--- src/rtl/mem_arbiter.sv ---
// mem_arbiter: arbitrates a fetch port and a data port onto one shared memory port.
//
// The arbiter grants one requester at a time. It latches that requester's
// address, write enable and write data for the whole access. It then waits
// for mem_ack or for a timeout.
//
// Ports
//   clk, rst            : clock; synchronous active-high reset
//   if_req / if_addr    : fetch request (held until if_ready) and fetch address
//   if_rdata / if_ready : registered instruction word; one-cycle completion pulse
//   d_req / d_we        : data request (held until d_ready); 1 = store
//   d_addr / d_wdata    : data address and store data
//   d_rdata / d_ready   : registered load data; one-cycle completion pulse
//   mem_req / mem_we    : shared-port request (high while an access is active), write enable
//   mem_addr / mem_wdata: latched address and write data for the active access
//   mem_rdata / mem_ack : memory read data and completion strobe
//   timeout_err         : sticky flag, set when an access is aborted for lack of ack
module mem_arbiter #(
  parameter int MAX_WAIT = 16
) (
  input  logic        clk,
  input  logic        rst,
  input  logic        if_req,
  input  logic [31:0] if_addr,
  output logic [31:0] if_rdata,
  output logic        if_ready,
  input  logic        d_req,
  input  logic        d_we,
  input  logic [31:0] d_addr,
  input  logic [31:0] d_wdata,
  output logic [31:0] d_rdata,
  output logic        d_ready,
  output logic        mem_req,
  output logic        mem_we,
  output logic [31:0] mem_addr,
  output logic [31:0] mem_wdata,
  input  logic [31:0] mem_rdata,
  input  logic        mem_ack,
  output logic        timeout_err
);

  typedef enum logic [1:0] {
    IDLE  = 2'd0,
    FETCH = 2'd1,
    DATA  = 2'd2
  } state_t;

  localparam int CW = (MAX_WAIT > 1) ? $clog2(MAX_WAIT) : 1;
  localparam logic [CW-1:0] WAIT_LAST = CW'(MAX_WAIT - 1);

  state_t        state;
  state_t        state_next;
  state_t        last_grant;
  logic [CW-1:0] wait_cnt;
  logic          grant_fetch;
  logic          grant_data;
  logic          timeout;
  logic          if_ok;
  logic          d_ok;

  // A requester whose ready pulse is on this cycle still holds req high.
  // Masking that req here keeps the same access from being granted twice.
  assign if_ok   = if_req && !if_ready;
  assign d_ok    = d_req  && !d_ready;
  assign mem_req = (state != IDLE);

  // NOTE: every signal written in this block gets a default first.
  // A missing default on any path would infer a latch.
  always_comb begin
    state_next  = state;
    grant_fetch = 1'b0;
    grant_data  = 1'b0;
    timeout     = 1'b0;
    case (state)
      IDLE: begin
        if (if_ok && d_ok) begin
          // Round-robin on a tie: the side that was not granted last wins.
          if (last_grant == FETCH) grant_data  = 1'b1;
          else                     grant_fetch = 1'b1;
        end else if (d_ok) begin
          grant_data = 1'b1;
        end else if (if_ok) begin
          grant_fetch = 1'b1;
        end
        if (grant_fetch)     state_next = FETCH;
        else if (grant_data) state_next = DATA;
      end
      FETCH, DATA: begin
        // An ack in the final wait cycle takes priority over the timeout.
        if (mem_ack) begin
          state_next = IDLE;
        end else if (wait_cnt == WAIT_LAST) begin
          timeout    = 1'b1;
          state_next = IDLE;
        end
      end
      default: state_next = IDLE;
    endcase
  end

  // NOTE: sequential state uses non-blocking assignments. Every register then
  // samples the pre-edge values, whatever order the statements are written in.
  always_ff @(posedge clk) begin
    if (rst) state <= IDLE;
    else     state <= state_next;
  end

  always_ff @(posedge clk) begin
    if (rst) begin
      last_grant  <= FETCH;
      wait_cnt    <= '0;
      mem_we      <= 1'b0;
      mem_addr    <= '0;
      mem_wdata   <= '0;
      if_ready    <= 1'b0;
      d_ready     <= 1'b0;
      if_rdata    <= '0;
      d_rdata     <= '0;
      timeout_err <= 1'b0;
    end else begin
      if_ready <= 1'b0;
      d_ready  <= 1'b0;

      if (grant_fetch) begin
        last_grant <= FETCH;
        wait_cnt   <= '0;
        mem_addr   <= if_addr;
        mem_we     <= 1'b0;
        mem_wdata  <= '0;
      end else if (grant_data) begin
        last_grant <= DATA;
        wait_cnt   <= '0;
        mem_addr   <= d_addr;
        mem_we     <= d_we;
        mem_wdata  <= d_wdata;
      end

      if (state == FETCH) begin
        if (mem_ack) begin
          if_rdata <= mem_rdata;
          if_ready <= 1'b1;
        end else if (timeout) begin
          if_ready    <= 1'b1;
          timeout_err <= 1'b1;
        end else begin
          wait_cnt <= wait_cnt + CW'(1);
        end
      end else if (state == DATA) begin
        if (mem_ack) begin
          // A store completion leaves the load register untouched.
          if (!mem_we) d_rdata <= mem_rdata;
          d_ready <= 1'b1;
        end else if (timeout) begin
          d_ready     <= 1'b1;
          timeout_err <= 1'b1;
        end else begin
          wait_cnt <= wait_cnt + CW'(1);
        end
      end
    end
  end

endmodule

--- config.mk ---
export PLATFORM = sky130hd
export DESIGN_NAME = mem_arbiter
export DESIGN_NICKNAME = d
export VERILOG_FILES = /design/src/rtl/mem_arbiter.sv
export SDC_FILE = /design/constraint.sdc
export NUM_CORES = 1
export LEC_CHECK = 0
export BUFFER_PORTS_ARGS = -buffer_cell sky130_fd_sc_hd__buf_2
export CORE_AREA = 5 5 119 121
export CTS_CLUSTER_SIZE = 16
export DETAILED_ROUTE_END_ITERATION = 10
export DIE_AREA = 0 0 124 126
export GPL_ROUTABILITY_DRIVEN = 0
export PLACE_DENSITY = 0.87
export REMOVE_ABC_BUFFERS = 1
export SKIP_CTS_REPAIR_TIMING = 1
export SLEW_MARGIN = 0
export SYNTH_ARGS = -nofsm -noshare
export SYNTH_HDL_FRONTEND = slang
export SYNTH_SLANG_ARGS = --single-unit
--- constraint.sdc ---
create_clock -name clk -period 1.7 [get_ports clk]
set_clock_uncertainty 0.05 [all_clocks]
set_input_delay 0.34 -clock clk [delete_from_list [all_inputs] [get_ports clk]]
set_output_delay 0.34 -clock clk [all_outputs]
set_load 0.01 [all_outputs]
==> impl_results.md, run 1 <==
- M1 GR Usage: 0.2276
- R2R Path Start: state[1]
- Data required time at the worst endpoint: 1.98 ns
- Met3 Track Usage GR: 0.06726
- Main synth FF type: dfxtp_1
- Initial DRT Pass Iterations: 5
- Startpoint type of the worst setup path: register
- Routing usage on met2: 0.3198
- Skew-Pair Late Insertion Delay: 0.41 ns
- Syn Area/Cell: 8.658 um2
- Cell Pwr Density: 1379 mW/mm2
- R2r setup slk: 0.05 ns
- Count of different cell masters after synthesis: 41
- Global-route wire length before repair: 23.87 mm
- ANT nets after route: 0
- Setup WS pre-CTS: 0.01342 ns
- Worst Max-Slew Pin Slew: 0.5886 ns
- Root Buffer: clkbuf_16
- Total congestion overflow: 0
- Crit Reg-Reg Endpoint: d_rdata[4]
- Clock Path Buffers: 2
- Slew Viols, Final: 0
- Final min period: 1.649 ns
- DIE WIDTH: 124 um
- Cell mode on critical path: buf_6
- Worst Path Buf+Inv: 4
- # DRC: 0
- Register bit total from synthesis: 140
- Relative slew margins: 0.6076
- Total die area: 0.01562 mm2
- Synthesis Warnings: 0
- Placed Instance Area: 0.006814 mm2
- Cell Count, Final, Fillers Out: 1054
- Fraction of registers with async set/reset: 0
- Worst-path fanout max: 8
- Cell Area, Synth: 0.005177 mm2
- Final Instance Area: 0.007559 mm2
- All-Layer GR Usage: 0.1927
- Vias in the first global route: 4954
- Clock slew at reported path FFs: 0.06 ns
- DRT Wirelength: 16.02 mm
- Power Total: 0.01043 W
- Initial antenna violation count: 0
- Initial drt markers: 261
- Die H: 126 um
- Area contributors post-synth: dfxtp_1 (54%), nand2_1 (14%), a21oi_1 (9.9%)
- Area leader, netlist: dfxtp_1
- # IOs: 267
- WL per Instance: 15.20 um
- Cell Chain, Critical Path: inv_2 > ha_2 > buf_6 > nor4b_4 > buf_6 > clkbuf_16 > nand2_1 > a21oi_1
- Period utilization: 0.9699
- Ant. Diodes: 0
- Number of enable flip-flop cells after synthesis: 0
- Synth top area share: 0.5413
- Status: finished, final reports clean
- Peak VDD IR: 719.1 uV
- Clock sinks: 140
- Hold-critical path depth: 2
- Crit path depth: 8
- Area grow syn2layout: 45.99%
- Slowest library cell on the worst path: dfxtp_2
- Seq/Total Area, Yosys: 0.5413
- Setup WS post-layout: 0.05117 ns
- Fmax achieved: 0.6065 GHz
- Inst Count DP: 1017
- Pin count of the biggest net entering global routing: 55
- CTS tree: built
- H-tree level count: 4
- CP endpoint: d_rdata[4]
- Kind of critical path: reg2reg
- Vias: 5183
- Layer carrying the most global-route usage: met2
- R2R depth: 8
- HP Class: in2reg
- Nets: 1003
- Core Box Area: 0.01298 mm2
- Crit path max-delay family: buffers and inverters
- Lkg Pwr: 3.484 nW
- IO Port Bufs: 266
- Max-cap violation count: 0
- Hpwl dp: 11.04 mm
- Initial core utilization: 0.3989
- Final Hold Fails: 0
- Site row count: 42
- Via-to-Cell Ratio: 4.917
- Mapped Cells: 598
- Final Setup Violations: 0
- Share of cells above drive strength 1: 0.3941
- CP Launch Point: state[1]
- Number of CTS-inserted buffers: 17
- Critical path arrival: 1.93 ns
- Worst hold slack: 0.09438 ns
- Slowest cell delay on critical path: 0.33 ns
- Endpoint class of the critical path: register
[cells in the mapped netlist, types with 2 or more instances]
master and number:
ha_1 4, nor3b_1 2, dfxtp_1 140, nand2_1 198, a21oi_1 102, a31oi_1 2, a221o_1 32, nand3_1 3
nor2_1 5, buf_2 17, nor2b_1 2, and2_1 33, inv_1 4, a211oi_2 2, buf_6 3, nand2b_1 4
clkbuf_1 19, buf_1 3
[cell type report]
| class | count | area, um2 |
|---|---|---|
| Fill cell | 1125 | 5421 |
| Sequential cell | 140 | 2806 |
| Multi-Input combinational cell | 411 | 2212 |
| Timing Repair Buffer | 290 | 1693 |
| Clock buffer | 19 | 442.9 |
| Tap cell | 176 | 220.2 |
| Clock inverter | 13 | 165.2 |
| Inverter | 5 | 18.77 |
[worst min path at each step]
stage	endpoint	start	slack (ns)
after floorplan	d_rdata[0]	rst	0.36
after global placement	if_rdata[27]	if_rdata[27]	0.39
after detailed placement	mem_wdata[19]	mem_wdata[19]	0.39
after CTS	mem_addr[10]	if_addr[10]	0.07
after global routing	mem_addr[10]	if_addr[10]	0.08
final	mem_addr[10]	if_addr[10]	0.09
[through the flow]
step	TNS, ns	utilization
final	0	0.5823
after global routing	-0.04235	0.5823
after CTS	-0.1652	0.5718
after global placement	0	0.5250
after detailed placement	0	0.5250
after floorplan	-60.14	-
[layout by cell type (no fill, tap or decap), drive strengths merged, types with 2 or more instances in the layout]
cell    Yosys  layout
buf        23     288
nand2     198     198
dfxtp     140     140
a21oi     102     102
and2       33      33
a221o      32      32
clkbuf     19      21
inv         5       7
clkinv      0       7
nor2        6       6
nand2b      5       5
ha          4       4
nand3       3       3
bufinv      0       3
nor2b       3       3
nor3b       2       2
a31oi       2       2
nor4b       2       2
mux2        2       2
a211oi      2       2
[per-layer routing]
metal | up-vias | wire [um]
met3 | 27 | 1637
met4 | 0 | 321
li1 | 2553 | -
met2 | 260 | 7790
met5 | - | 0
met1 | 2343 | 6272
[power by group]
group | switching [W] | internal (W) | total, W
logic | 0.00146 | 0.00123 | 0.00268
registers | 0.000240 | 0.00375 | 0.00399
clock network | 0.00140 | 0.00235 | 0.00375
[registers in the layout (all words and copies together), names as in the netlist]
signal	count
mem_wdata	32
wait_cnt	4
timeout_err	1
d_ready	1
mem_addr	32
if_rdata	32
state	2
last_grant	2
mem_we	1
if_ready	1
d_rdata	32
[logic make-up (layout without fill, tap and decap cells)]
family / Yosys count / in the layout / synth area share
adders and majority gates: 4 / 4 / 0.009667
DFF: 140 / 140 / 0.5413
AOI/OAI and AO/OA: 147 / 147 / 0.1817
muxes: 3 / 3 / 0.006283
buffers and inverters: 47 / 327 / 0.04253
and+or+nand+nor: 257 / 257 / 0.2185
[worst reg2reg max path, delay by kind of cell (launching register included)]
kind	cells	cell delay, ns
compound gates	1	0.15
buf+inv	4	0.53
simple gates	2	0.34
fa+ha+maj	1	0.18
flops	1	0.33
Power figures use the tool's default switching activity.
==> inputs of run 2 (changes only) <==
--- a/config.mk
+++ b/config.mk
@@ -12,7 +12,9 @@
 export DIE_AREA = 0 0 124 126
 export GPL_ROUTABILITY_DRIVEN = 0
 export PLACE_DENSITY = 0.87
+export RECOVER_POWER = 100
 export REMOVE_ABC_BUFFERS = 1
+export SETUP_SLACK_MARGIN = 0.3
 export SKIP_CTS_REPAIR_TIMING = 1
 export SLEW_MARGIN = 0
 export SYNTH_ARGS = -nofsm -noshare
==> impl_results.md, run 2 (same netlist as run 1, synthesis figures left out) <==
- Max-cap violation count: 0
- Hold-critical path depth: 2
- Setup WS pre-CTS: 0.01342 ns
- Part of the power in registers: 0.381
- Cell Count, Final, Fillers Out: 1059
- RSZ-0062 raised after global routing: true
- Initial drt markers: 252
- Inst Count DP: 1017
- Final Setup Violations: 0
- Total congestion overflow: 0
- P_int: 0.007300 W
- Clock sinks: 140
- Final Hold Fails: 0
- Skew-Pair Late Insertion Delay: 0.41 ns
- Crit Reg-Reg Endpoint: d_rdata[30]
- Hpwl dp: 11.04 mm
- Commonest non-fill, non-tap cell in the layout: nand2_1
- # DRC: 0
- Die H: 126 um
- Kind of critical path: reg2reg
- Final Instance Area: 0.007528 mm2
- Total die area: 0.01562 mm2
- Power Total: 0.01051 W
- Lkg Pwr: 2.980 nW
- Via-to-Cell Ratio: 5.012
- Initial DRT Pass Iterations: 5
- DRT Wirelength: 16.89 mm
- Pin count of the biggest net entering global routing: 55
- Core Box Area: 0.01298 mm2
- ANT nets after route: 0
- Data required time at the worst endpoint: 1.99 ns
- Sw Ratio: 0.3055
- Clock Path Buffers: 2
- CTS tree: built
- Number of CTS-inserted buffers: 17
- Status: finished, final reports clean
- Setup WS post-layout: 0.04326 ns
- Clock power frac: 0.358
- CP endpoint: d_rdata[30]
- R2R depth: 8
- WL per Instance: 15.95 um
- Peak VDD IR: 708.2 uV
- Nets: 1008
- Share of cells above drive strength 1: 0.2650
- Initial antenna violation count: 0
- Cell Pwr Density: 1396 mW/mm2
- # IOs: 267
- Most frequent cells in the layout: nand2_1 (191), dfxtp_1 (137), clkbuf_1 (133), buf_2 (133), a21oi_1 (88)
- Comb power frac: 0.261
- Placed Instance Area: 0.006814 mm2
- Vias: 5308
- Startpoint type of the worst setup path: register
- H-tree level count: 4
- R2r setup slk: 0.04 ns
- Site row count: 42
- Setup TNS: 0 ns
- CP Launch Point: state[1]
- DIE WIDTH: 124 um
- Worst-path fanout max: 8
- All-Layer GR Usage: 0.1927
- Worst Max-Slew Pin Slew: 0.5970 ns
- IO Port Bufs: 266
- Relative slew margins: 0.6020
- HP Class: in2reg
- Net Switching: 0.003212 W
- Root Buffer: clkbuf_16
- Initial core utilization: 0.3989
- Fmax achieved: 0.6036 GHz
- Vias in the first global route: 4954
- R2R Path Start: state[1]
- Clock slew at reported path FFs: 0.06 ns
- Period utilization: 0.9746
- Critical path arrival: 1.95 ns
- Endpoint class of the critical path: register
- Final min period: 1.657 ns
- Area grow syn2layout: 45.41%
- Ant. Diodes: 0
- Slew Viols, Final: 0
- Global-route wire length before repair: 23.87 mm
==> run 2: through the flow <==
stage,hold WS [ns],util
3_3_place_gp,0.3883,0.5250
4_1_cts,0.06538,0.5718
2_1_floorplan,0.3591,-
6_report,0.09347,0.5800
3_5_place_dp,0.3932,0.5250
5_1_grt,0.07728,0.5800
==> run 2: critical path, cell delays in order, from the launching register on <==
cell and delay (ns):
dfxtp_2 0.33, inv_2 0.05, ha_2 0.18, buf_6 0.13, nor4b_4 0.28, buf_6 0.18
clkbuf_16 0.17, nand2_1 0.08, a21oi_2 0.13
==> run 2: power groups by stage <==
stage	registers, W	clock network (W)	logic, W
after CTS	0.00398	0.00385	0.00254
after global placement	0.00404	0	0.00248
final	0.00401	0.00376	0.00275
after global routing	0.00405	0.00398	0.00299
after detailed placement	0.00404	0	0.00253
after floorplan	0.00424	0	0.00104
==> run 2: routing by layer <==
layer	track usage	wire, um	vias up
met4	0.07345	382	0
met2	0.3198	8148	280
met3	0.06726	1693	32
met1	0.2276	6665	2427
met5	0	0	-
li1	-	-	2569
==> run 2: worst min-delay path by stage <==
stage / from / slack [ns] / endpoint
floorplan: rst / 0.36 / d_rdata[0]
global placement: if_rdata[27] / 0.39 / if_rdata[27]
detailed placement: mem_wdata[19] / 0.39 / mem_wdata[19]
CTS: if_addr[10] / 0.07 / mem_addr[10]
global route: if_addr[10] / 0.08 / mem_addr[10]
finish: if_addr[10] / 0.09 / mem_addr[10]
==> run 2: layout make-up <==
class                           count  area [um2]
Fill cell                        1185        5451
Sequential cell                   140        2806
Multi-Input combinational cell    411        2283
Timing Repair Buffer              295        1592
Clock buffer                       19       442.9
Tap cell                          176       220.2
Clock inverter                     13       165.2
Inverter                            5       18.77
==> inputs of run 3 (changes only) <==
--- a/config.mk
+++ b/config.mk
@@ -11,7 +11,7 @@
 export DETAILED_ROUTE_END_ITERATION = 10
 export DIE_AREA = 0 0 124 126
 export GPL_ROUTABILITY_DRIVEN = 0
-export PLACE_DENSITY = 0.87
+export PLACE_DENSITY = 0.75
 export RECOVER_POWER = 100
 export REMOVE_ABC_BUFFERS = 1
 export SETUP_SLACK_MARGIN = 0.3
==> impl_results.md, run 3 (same netlist as run 1, synthesis figures left out) <==
- Status: finished, violations left
- Failing checks: negative setup slack
- Area grow syn2layout: 63.41%
- Cell Count, Final, Fillers Out: 1076
- Final Setup Violations: 3
- Slowest cell delay on critical path: 0.36 ns
- Share of cells above drive strength 1: 0.5367
- Global-route wire length before repair: 23.40 mm
- HP Class: in2reg
- DRT Wirelength: 18.13 mm
- Setup WS pre-CTS: -0.04191 ns
- Worst-path fanout max: 8
- Lkg Pwr: 3.953 nW
- Kind of critical path: reg2reg
- Total die area: 0.01562 mm2
- Worst Max-Slew Pin Slew: 0.5032 ns
- Initial core utilization: 0.3989
- Fmax achieved: 0.5856 GHz
- Final min period: 1.708 ns
- Root Buffer: clkbuf_16
- Peak VDD IR: 749.6 uV
- Slowest library cell on the worst path: nor4b_4
- Cell mode on critical path: buf_6
- Critical path arrival: 1.99 ns
- Die H: 126 um
- Clock Path Buffers: 2
- Via-to-Cell Ratio: 5.066
- DIE WIDTH: 124 um
- All-Layer GR Usage: 0.1899
- Number of CTS-inserted buffers: 17
- ANT nets after route: 0
- Pin count of the biggest net entering global routing: 44
- Hpwl dp: 11.10 mm
- Setup TNS: -0.01478 ns
- IO Port Bufs: 266
- Startpoint type of the worst setup path: register
- Total congestion overflow: 0
- # IOs: 267
- Routing usage on met2: 0.3121
- Final Hold Fails: 0
- Clock sinks: 140
- Ant. Diodes: 0
- Power Total: 0.01127 W
- Most frequent cells in the layout: buf_2 (265), dfxtp_1 (136), nand2_1 (129), a21oi_1 (70), nand2_2 (37)
- Initial antenna violation count: 1
- Hold_sp: if_addr[16]
- Relative slew margins: 0.6645
- Inst Count DP: 1020
- Period utilization: 1.004
- Met3 Track Usage GR: 0.07937
- R2R depth: 8
- Hold Crit Endpoint: mem_addr[16]
- # DRC: 0
- M1 GR Usage: 0.2235
- Skew-Pair Late Insertion Delay: 0.42 ns
- Commonest non-fill, non-tap cell in the layout: buf_2
- Site row count: 42
- R2r setup slk: -0.008 ns
- CP Launch Point: state[1]
- Setup WS post-layout: -0.007561 ns
- Core Box Area: 0.01298 mm2
- WL per Instance: 16.85 um
- Initial drt markers: 301
- Hold-critical path depth: 2
- CTS tree: built
- Crit Reg-Reg Endpoint: d_rdata[27]
- Layer carrying the most global-route usage: met2
- Nets: 1025
- RSZ-0062 raised after global routing: true
- Vias in the first global route: 4916
- Clock slew at reported path FFs: 0.06 ns
- Cell Chain, Critical Path: inv_4 > ha_4 > buf_6 > nor4b_4 > buf_6 > clkbuf_16 > nand2_1 > a21oi_1
- Vias: 5451
- Endpoint class of the critical path: register
- Max-cap violation count: 0
- R2R Path Start: state[1]
- Slew Viols, Final: 0
- H-tree level count: 4
- Cell Pwr Density: 1332 mW/mm2
- Data required time at the worst endpoint: 1.99 ns
- Initial DRT Pass Iterations: 4
[run 3: cell count changes in the layout (fill, tap and decap cells not counted), sizes merged]
cell / previous run / this run
buf: 158 / 301
clkbuf: 156 / 31
clkinv: 7 / 2
clkinvlp: 1 / 4
inv: 7 / 8
[run 3: power by group]
group	switching (W)	total, W	internal, W
clock network	0.00141	0.00381	0.00240
registers	0.000262	0.00401	0.00375
logic	0.00180	0.00345	0.00164
total	0.00348	0.0113	0.00779
[run 3: cell type report]
type	count	area, um2
flip-flops and latches	140	2810
clock inverters	12	160.2
repair buffers	312	2037
multi-input cells	411	2753
fillers	1064	4519
well taps	176	220.2
inverters	5	23.77
clock buffers	20	456.7
[run 3: worst max path at each step]
stage | end | slack [ns]
after global placement | mem_addr[10] | 0.005
after detailed placement | mem_wdata[20] | -0.04
after floorplan | mem_addr[0] | -0.72
after global routing | d_rdata[27] | -0.08
final | d_rdata[27] | -0.008
after CTS | mem_req | -0.16
[run 3: through the flow]
step	utilization	hold WS, ns	area (um2)
final	0.6518	0.09242	8461
after global routing	0.6518	0.07393	8461
after CTS	0.5723	0.07342	7428
after detailed placement	0.5248	0.3931	6812
after global placement	0.5248	0.3882	6812
after floorplan	-	0.3591	4976
[run 3: critical path: cells and delay by family, from the launching register on]
family	cells	cell delay, ns
and+or+nand+nor	2	0.42
DFF	1	0.35
adders and majority gates	1	0.15
AOI/OAI and AO/OA	1	0.14
buffers and inverters	4	0.51
[run 3: routing by layer]
layer / up-vias / part of all wire
li1: 2602 / -
met2: 265 / 0.49
met1: 2544 / 0.38
met3: 38 / 0.10
met4: 2 / 0.024
met5: - / 0.00088
